==> src/rtl/cp0_multilane.sv <==
`default_nettype none
// +--------------------------------------------------------------------------+
// | cp0_multilane : commit-stage CP0 (timer, interrupts, exceptions, ERET)    |
// | Rev 1.0                                                                   |
// +--------------------------------------------------------------------------+
module cp0_multilane #(
  parameter int          LANES    = 2,
  parameter int          TICK_DIV = 2,
  parameter logic [31:0] EXC_VEC  = 32'hBFC00380
) (
  input  logic                                 clk,
  input  logic                                 rst,
  input  logic [5:0]                           ext_int,
  input  logic [LANES-1:0]                     commit_valid,
  input  logic [LANES-1:0]                     exc_valid,
  input  logic [5*LANES-1:0]                   exc_code,
  input  logic [LANES-1:0]                     exc_bd,
  input  logic [32*LANES-1:0]                  exc_pc,
  input  logic [32*LANES-1:0]                  exc_badvaddr,
  input  logic [LANES-1:0]                     is_eret,
  input  logic                                 mtc0_we,
  input  logic [((LANES>1)?$clog2(LANES):1)-1:0] mtc0_lane,
  input  logic [4:0]                           mtc0_addr,
  input  logic [31:0]                          mtc0_wdata,
  input  logic [4:0]                           mfc0_addr,
  output logic [31:0]                          mfc0_rdata,
  output logic                                 flush,
  output logic [31:0]                          flush_pc,
  output logic [LANES-1:0]                     kill_mask,
  output logic [31:0]                          epc_o
);

  localparam int LW = (LANES > 1) ? $clog2(LANES) : 1;
  localparam int DW = (TICK_DIV > 1) ? $clog2(TICK_DIV) : 1;
  localparam logic [DW-1:0] DIV_LAST = DW'(TICK_DIV - 1);

  localparam logic [4:0] A_BADVADDR = 5'd8;
  localparam logic [4:0] A_COUNT    = 5'd9;
  localparam logic [4:0] A_COMPARE  = 5'd11;
  localparam logic [4:0] A_STATUS   = 5'd12;
  localparam logic [4:0] A_CAUSE    = 5'd13;
  localparam logic [4:0] A_EPC      = 5'd14;

  logic [31:0]   badvaddr, count, compare, epc;
  logic [DW-1:0] div;
  logic [7:0]    im;
  logic          exl, ie;
  logic          bd, ti;
  logic [5:0]    ip_hw;
  logic [1:0]    ip_sw;
  logic [4:0]    cause_code;

  logic [7:0]    ip;
  logic          int_req;

  // Arbitration results
  logic          found, take_exc, take_eret;
  logic [LW-1:0] win;
  logic [31:0]   win_pc, win_bva, eret_pc;
  logic [4:0]    win_code;
  logic          win_bd;
  logic          mtc0_ok;

  assign ip      = {ip_hw[5] | ti, ip_hw[4:0], ip_sw};
  assign int_req = (|(ip & im)) & ie & ~exl;

  always_comb begin
    found     = 1'b0;
    take_exc  = 1'b0;
    take_eret = 1'b0;
    win       = '0;
    win_pc    = '0;
    win_bva   = '0;
    win_code  = '0;
    win_bd    = 1'b0;
    if (int_req && commit_valid[0]) begin
      found    = 1'b1;
      take_exc = 1'b1;
      win_pc   = exc_pc[31:0];
      win_bd   = exc_bd[0];
    end else begin
      for (int i = 0; i < LANES; i++) begin
        if (!found && commit_valid[i] && (exc_valid[i] || is_eret[i])) begin
          found     = 1'b1;
          win       = LW'(i);
          take_exc  = exc_valid[i];
          take_eret = ~exc_valid[i];
          win_pc    = exc_pc[32*i +: 32];
          win_bva   = exc_badvaddr[32*i +: 32];
          win_code  = exc_code[5*i +: 5];
          win_bd    = exc_bd[i];
        end
      end
    end
  end

  // A surviving MTC0 in the flush cycle is necessarily from an older lane.
  assign mtc0_ok = mtc0_we & ~(found & (mtc0_lane >= win));
  assign eret_pc = (mtc0_ok && mtc0_addr == A_EPC) ? mtc0_wdata : epc;

  always_comb begin
    flush     = found;
    flush_pc  = '0;
    kill_mask = '0;
    if (take_exc)
      flush_pc = EXC_VEC;
    else if (take_eret)
      flush_pc = eret_pc;
    for (int j = 0; j < LANES; j++)
      kill_mask[j] = found & (LW'(j) >= win);
  end

  always_comb begin
    mfc0_rdata = '0;
    case (mfc0_addr)
      A_BADVADDR: mfc0_rdata = badvaddr;
      A_COUNT:    mfc0_rdata = count;
      A_COMPARE:  mfc0_rdata = compare;
      A_STATUS:   mfc0_rdata = {9'b0, 1'b1, 6'b0, im, 6'b0, exl, ie};
      A_CAUSE:    mfc0_rdata = {bd, ti, 14'b0, ip, 1'b0, cause_code, 2'b0};
      A_EPC:      mfc0_rdata = epc;
      default:    mfc0_rdata = '0;
    endcase
  end

  assign epc_o = epc;

  // MTC0 effects first; exception/ERET assignments later override shared fields.
  always_ff @(posedge clk) begin
    if (rst) begin
      badvaddr   <= '0;
      count      <= '0;
      compare    <= '0;
      epc        <= '0;
      div        <= '0;
      im         <= '0;
      exl        <= 1'b0;
      ie         <= 1'b0;
      bd         <= 1'b0;
      ti         <= 1'b0;
      ip_hw      <= '0;
      ip_sw      <= '0;
      cause_code <= '0;
    end else begin
      ip_hw <= ext_int;

      if (mtc0_ok && mtc0_addr == A_COUNT) begin
        count <= mtc0_wdata;
        div   <= '0;
      end else if (div == DIV_LAST) begin
        count <= count + 32'd1;
        div   <= '0;
      end else begin
        div <= div + DW'(1);
      end

      if (mtc0_ok && mtc0_addr == A_COMPARE)
        ti <= 1'b0;
      else if (count == compare)
        ti <= 1'b1;

      if (mtc0_ok) begin
        case (mtc0_addr)
          A_COMPARE: compare <= mtc0_wdata;
          A_STATUS: begin
            im  <= mtc0_wdata[15:8];
            exl <= mtc0_wdata[1];
            ie  <= mtc0_wdata[0];
          end
          A_CAUSE:   ip_sw <= mtc0_wdata[9:8];
          A_EPC:     epc   <= mtc0_wdata;
          default: ;
        endcase
      end

      if (take_exc) begin
        if (!exl) begin
          epc <= win_bd ? win_pc - 32'd4 : win_pc;
          bd  <= win_bd;
        end
        exl        <= 1'b1;
        cause_code <= win_code;
        if (win_code == 5'd4 || win_code == 5'd5)
          badvaddr <= win_bva;
      end else if (take_eret) begin
        exl <= 1'b0;
      end
    end
  end

endmodule
`default_nettype wire

==> config.mk <==
export PLATFORM = sky130hd
export DESIGN_NAME = cp0_multilane
export DESIGN_NICKNAME = d
export VERILOG_FILES = /design/src/rtl/cp0_multilane.sv
export SDC_FILE = /design/constraint.sdc
export NUM_CORES = 1
export LEC_CHECK = 0
export ABC_AREA = 0
export BUFFER_PORTS_ARGS = -buffer_cell sky130_fd_sc_hd__buf_2
export CAP_MARGIN = 20
export CORE_ASPECT_RATIO = 0.7
export CORE_MARGIN = 8
export CORE_UTILIZATION = 52
export CTS_BUF_LIST = sky130_fd_sc_hd__clkbuf_16
export CTS_CLUSTER_SIZE = 28
export DETAILED_ROUTE_END_ITERATION = 6
export GPL_ROUTABILITY_DRIVEN = 0
export PLACE_DENSITY = 0.79
export SYNTH_ARGS = -nofsm -noshare
export SYNTH_HDL_FRONTEND = slang
export SYNTH_SLANG_ARGS = --single-unit
export TNS_END_PERCENT = 100
==> constraint.sdc <==
create_clock -name clk -period 4 [get_ports clk]
set_input_delay 0.2 -clock clk [delete_from_list [all_inputs] [get_ports clk]]
set_output_delay 0.2 -clock clk [all_outputs]
set_load 0.03 [all_outputs]
==> metrics.cfg <==
[setup_path]
start_kind = flop
critPathArrivalTime_ns = 3.49
cp-startpoint = im[1]
worstReg2RegEnd = epc_o[18]
critPathMaxFanout = 25
r2r.worst_path.cells = 11
crit_path_end_kind = output port
required_ns = 3.80
r2r_start = im[1]
critPathKind = reg -> out
r2r_slack_ns = 0.52

[route]
routed_wl_um = 39100
antenna_left = 0
dr_total_vias = 10700
wl_per_cell_um = 23.5
drc = 2
first_pass_iters = 7
avgViaCountPerCell = 6.46
dr.first_iter.drc_count = 1600

[sta]
tightest_slew_ns = 1.14
setup_viol = 0
relSlewSlack_pct = 24.2
finalWorstSetupSlack_ns = 0.312
skew_ns = 0.0121
drv_slew = 0
tns_ns = 0
period_needed_ns = 3.69
max_freq_mhz = 271
hold_violations = 0
rsz0062_at_grt = false
finalCritPeriodShare_pct = 92.2

[power_and_ir_drop]
power_frac_clock_pct = 39.1
vdd_drop_max_mv = 0.284
combinationalPowerShare_pct = 18.9
cellLeakagePower_uw = 0.00456
pwr-share-seq_pct = 42.0
swShare_pct = 32.3
power.density_nw_per_um2 = 340
switchingPower_uw = 1280
cellInternalPower_uw = 2670

[cells_and_area]
drive_gt1_share_pct = 27.1
final_util_pct = 65.0
area.growth.synth_to_final_pct = 23.5
nNetsFinal = 1609
finalInstanceArea_um2 = 11600

[place]
post-place-ws_ns = 0.626
portBuffers = 296
place_area_um2 = 11000
hpwl_um = 30300

[yosys]
async_flop_share_pct = 0
synth_adder_area_share_pct = 0.266
ys_warn_count = 0
synth_seq_cells = 154
ys.flop_type = dfxtp_1
yosysUniqueCellTypes = 76
syn_area_um2 = 9420
synth_compound_area_share_pct = 26.6
synth_xor_area_share_pct = 6.88
yosys.area_share.simple_pct = 21.0
syn_nets = 1360
synth-edff-count = 0
avgSynthCellArea_um2 = 8.12
muxShareOfSynthArea_pct = 7.98
synth_top_family_by_area = compound AO/OA/AOI/OAI gates
yosysSeqAreaShare_pct = 32.7
syn_inst = 1160

[cts]
clkTransAtPathRegs_ns = 0.07
post_cts_resized = 0
clk_path_buf_depth = 2
cts_root_buf = clkbuf_16
cts-htree-levels = 4
cts_tree = built
clkSinkCount = 154
worstSkewPairLatency_ns = 0.43
cts_made_buffers = 17

[run]
maxCapViolCount = 0

[grt]
grt_pass1_vias = 10200
overflow = 0
grt_max_degree = 104
antenna_found_initial = 1
grt_use_total_pct = 33.3
grt_pass1_wl_um = 59100

[status]
violations = design-rule violations
status = finished, violations left

[hold_path]
whs_endpoint = ip_hw[3]
holdPathStages = 2
hold_start = ext_int[3]
hp-class = in -> reg

[die]
core_um2 = 17900
io_pins = 297
start_util_pct = 52.6
dieArea_um2 = 22800
fp.dieW_um = 177
fp-row-count = 41
die_h_um = 129

-- sequential cells by signal, summed over array words and instances (netlist names) --
| name | flops |
|---|---|
| epc_o | 32 |
| div | 1 |
| ip_sw | 2 |
| exl | 1 |
| cause_code | 5 |
| im | 8 |
| count | 32 |
| ti | 1 |
| ie | 1 |
| ip_hw | 6 |
| compare | 32 |
| bd | 1 |
| badvaddr | 32 |
-- final cells by class --
type / instances / area, µm²
Clock buffer: 17 / 425
Timing Repair Buffer: 323 / 1730
Fill cell: 1552 / 6270
Multi-Input combinational cell: 906 / 5940
Clock inverter: 15 / 133
Sequential cell: 154 / 3080
Antenna cell: 1 / 2.50
Tap cell: 236 / 295
Inverter: 7 / 26.3
-- layer usage --
metal | global-route usage [%] | share of wire, % | vias up
met3 | 11.6 | 15 | 128
met4 | 14.7 | 4.0 | 0
met2 | 48.8 | 42 | 813
met5 | 0 | 0 | -
met1 | 43.7 | 39 | 4934
li1 | - | - | 4843
-- Yosys cell counts (4+ instances only) --
library cell	count	area, µm²
a211oi_1	72	541
a21oi_1	44	220
a221oi_1	4	35.0
a222oi_1	17	170
a22o_1	9	78.8
a22oi_1	74	556
a311oi_1	6	52.6
a31oi_1	4	25.0
and2_1	6	37.5
and3_1	6	37.5
and4_1	6	52.6
buf_2	15	75.1
buf_4	7	52.6
clkbuf_1	67	251
dfxtp_1	154	3080
inv_1	6	22.5
mux2_2	8	90.1
mux2i_1	65	651
nand2_1	125	469
nand2b_1	5	31.3
nand3_1	27	135
nand4_1	21	131
nor2_1	142	533
nor2b_1	8	50.1
nor3_1	13	65.1
nor4_1	10	62.6
o211ai_1	12	90.1
o21ai_0	32	160
o21ai_1	11	55.1
o221ai_1	5	43.8
o22a_1	6	52.6
o22ai_1	14	87.6
or3_1	17	106
or4_1	4	30.0
xnor2_1	48	420
xor2_1	26	228
-- cells in the final DEF (no fill, tap or decap), types with 14 or more instances in the layout --
cell type,synthesis,routed
buf_2,15,295
dfxtp_1,154,154
nor2_1,142,140
nand2_1,125,124
a22oi_1,74,74
a211oi_1,72,72
mux2i_1,65,65
xnor2_1,48,48
a21oi_1,44,44
o21ai_0,32,32
nand3_1,27,27
xor2_1,26,26
buf_4,7,22
nand4_1,21,21
a222oi_1,17,17
or3_1,17,17
clkbuf_16,0,17
o22ai_1,14,14
-- worst max path at each step --
stage | endpoint | slack (ns)
5_1_grt | flush_pc[24] | 0.16
3_3_place_gp | epc_o[18] | 0.82
6_report | flush_pc[24] | 0.31
2_1_floorplan | epc_o[12] | 0.96
4_1_cts | flush_pc[24] | 0.30
3_5_place_dp | epc_o[18] | 0.63
-- critical path, stage by stage, from the launching register on --
cell and delay, ns:
dfxtp_1 0.32, a222oi_1 0.72, a41o_1 0.29, buf_4 0.28
nand4_4 0.17, nor2_4 0.35, buf_12 0.27, mux2i_1 0.31
o21ai_0 0.12, buf_2 0.19
-- cells by family after synthesis --
logic type / count (synthesis)
AND/OR/NAND/NOR: 412
AO/OA/AOI/OAI: 344
flip-flops: 154
buffers and inverters: 100
XOR/XNOR: 74
multiplexers: 74
adder cells (fa/ha/maj): 2
-- metrics by stage --
| step | hold WS (ns) | cells | total power, µW |
|---|---|---|---|
| after floorplan | 0.328 | 1160 | 2090 |
| after global placement | 0.413 | 1621 | 2400 |
| after detailed placement | 0.417 | 1621 | 2410 |
| after CTS | 0.00769 | 1657 | 3920 |
| after global routing | 0.0167 | 1659 | 4060 |
| final | 0.0108 | 1659 | 3950 |
-- power by group through the flow --
| stage | sequential (µW) | clock, µW | combinational [µW] |
|---|---|---|---|
| 3_3_place_gp | 1690 | 0 | 707 |
| 5_1_grt | 1660 | 1600 | 794 |
| 4_1_cts | 1660 | 1540 | 723 |
| 2_1_floorplan | 1700 | 0 | 390 |
| 3_5_place_dp | 1690 | 0 | 717 |
| 6_report | 1660 | 1550 | 745 |
-- repair_timing --
item | in CTS | in global routing
endpoints found under the hold margin | 4 | 0
hold buffers | 4 | 0
setup buffers | 0 | 0
(Power assumes the default switching activity.)
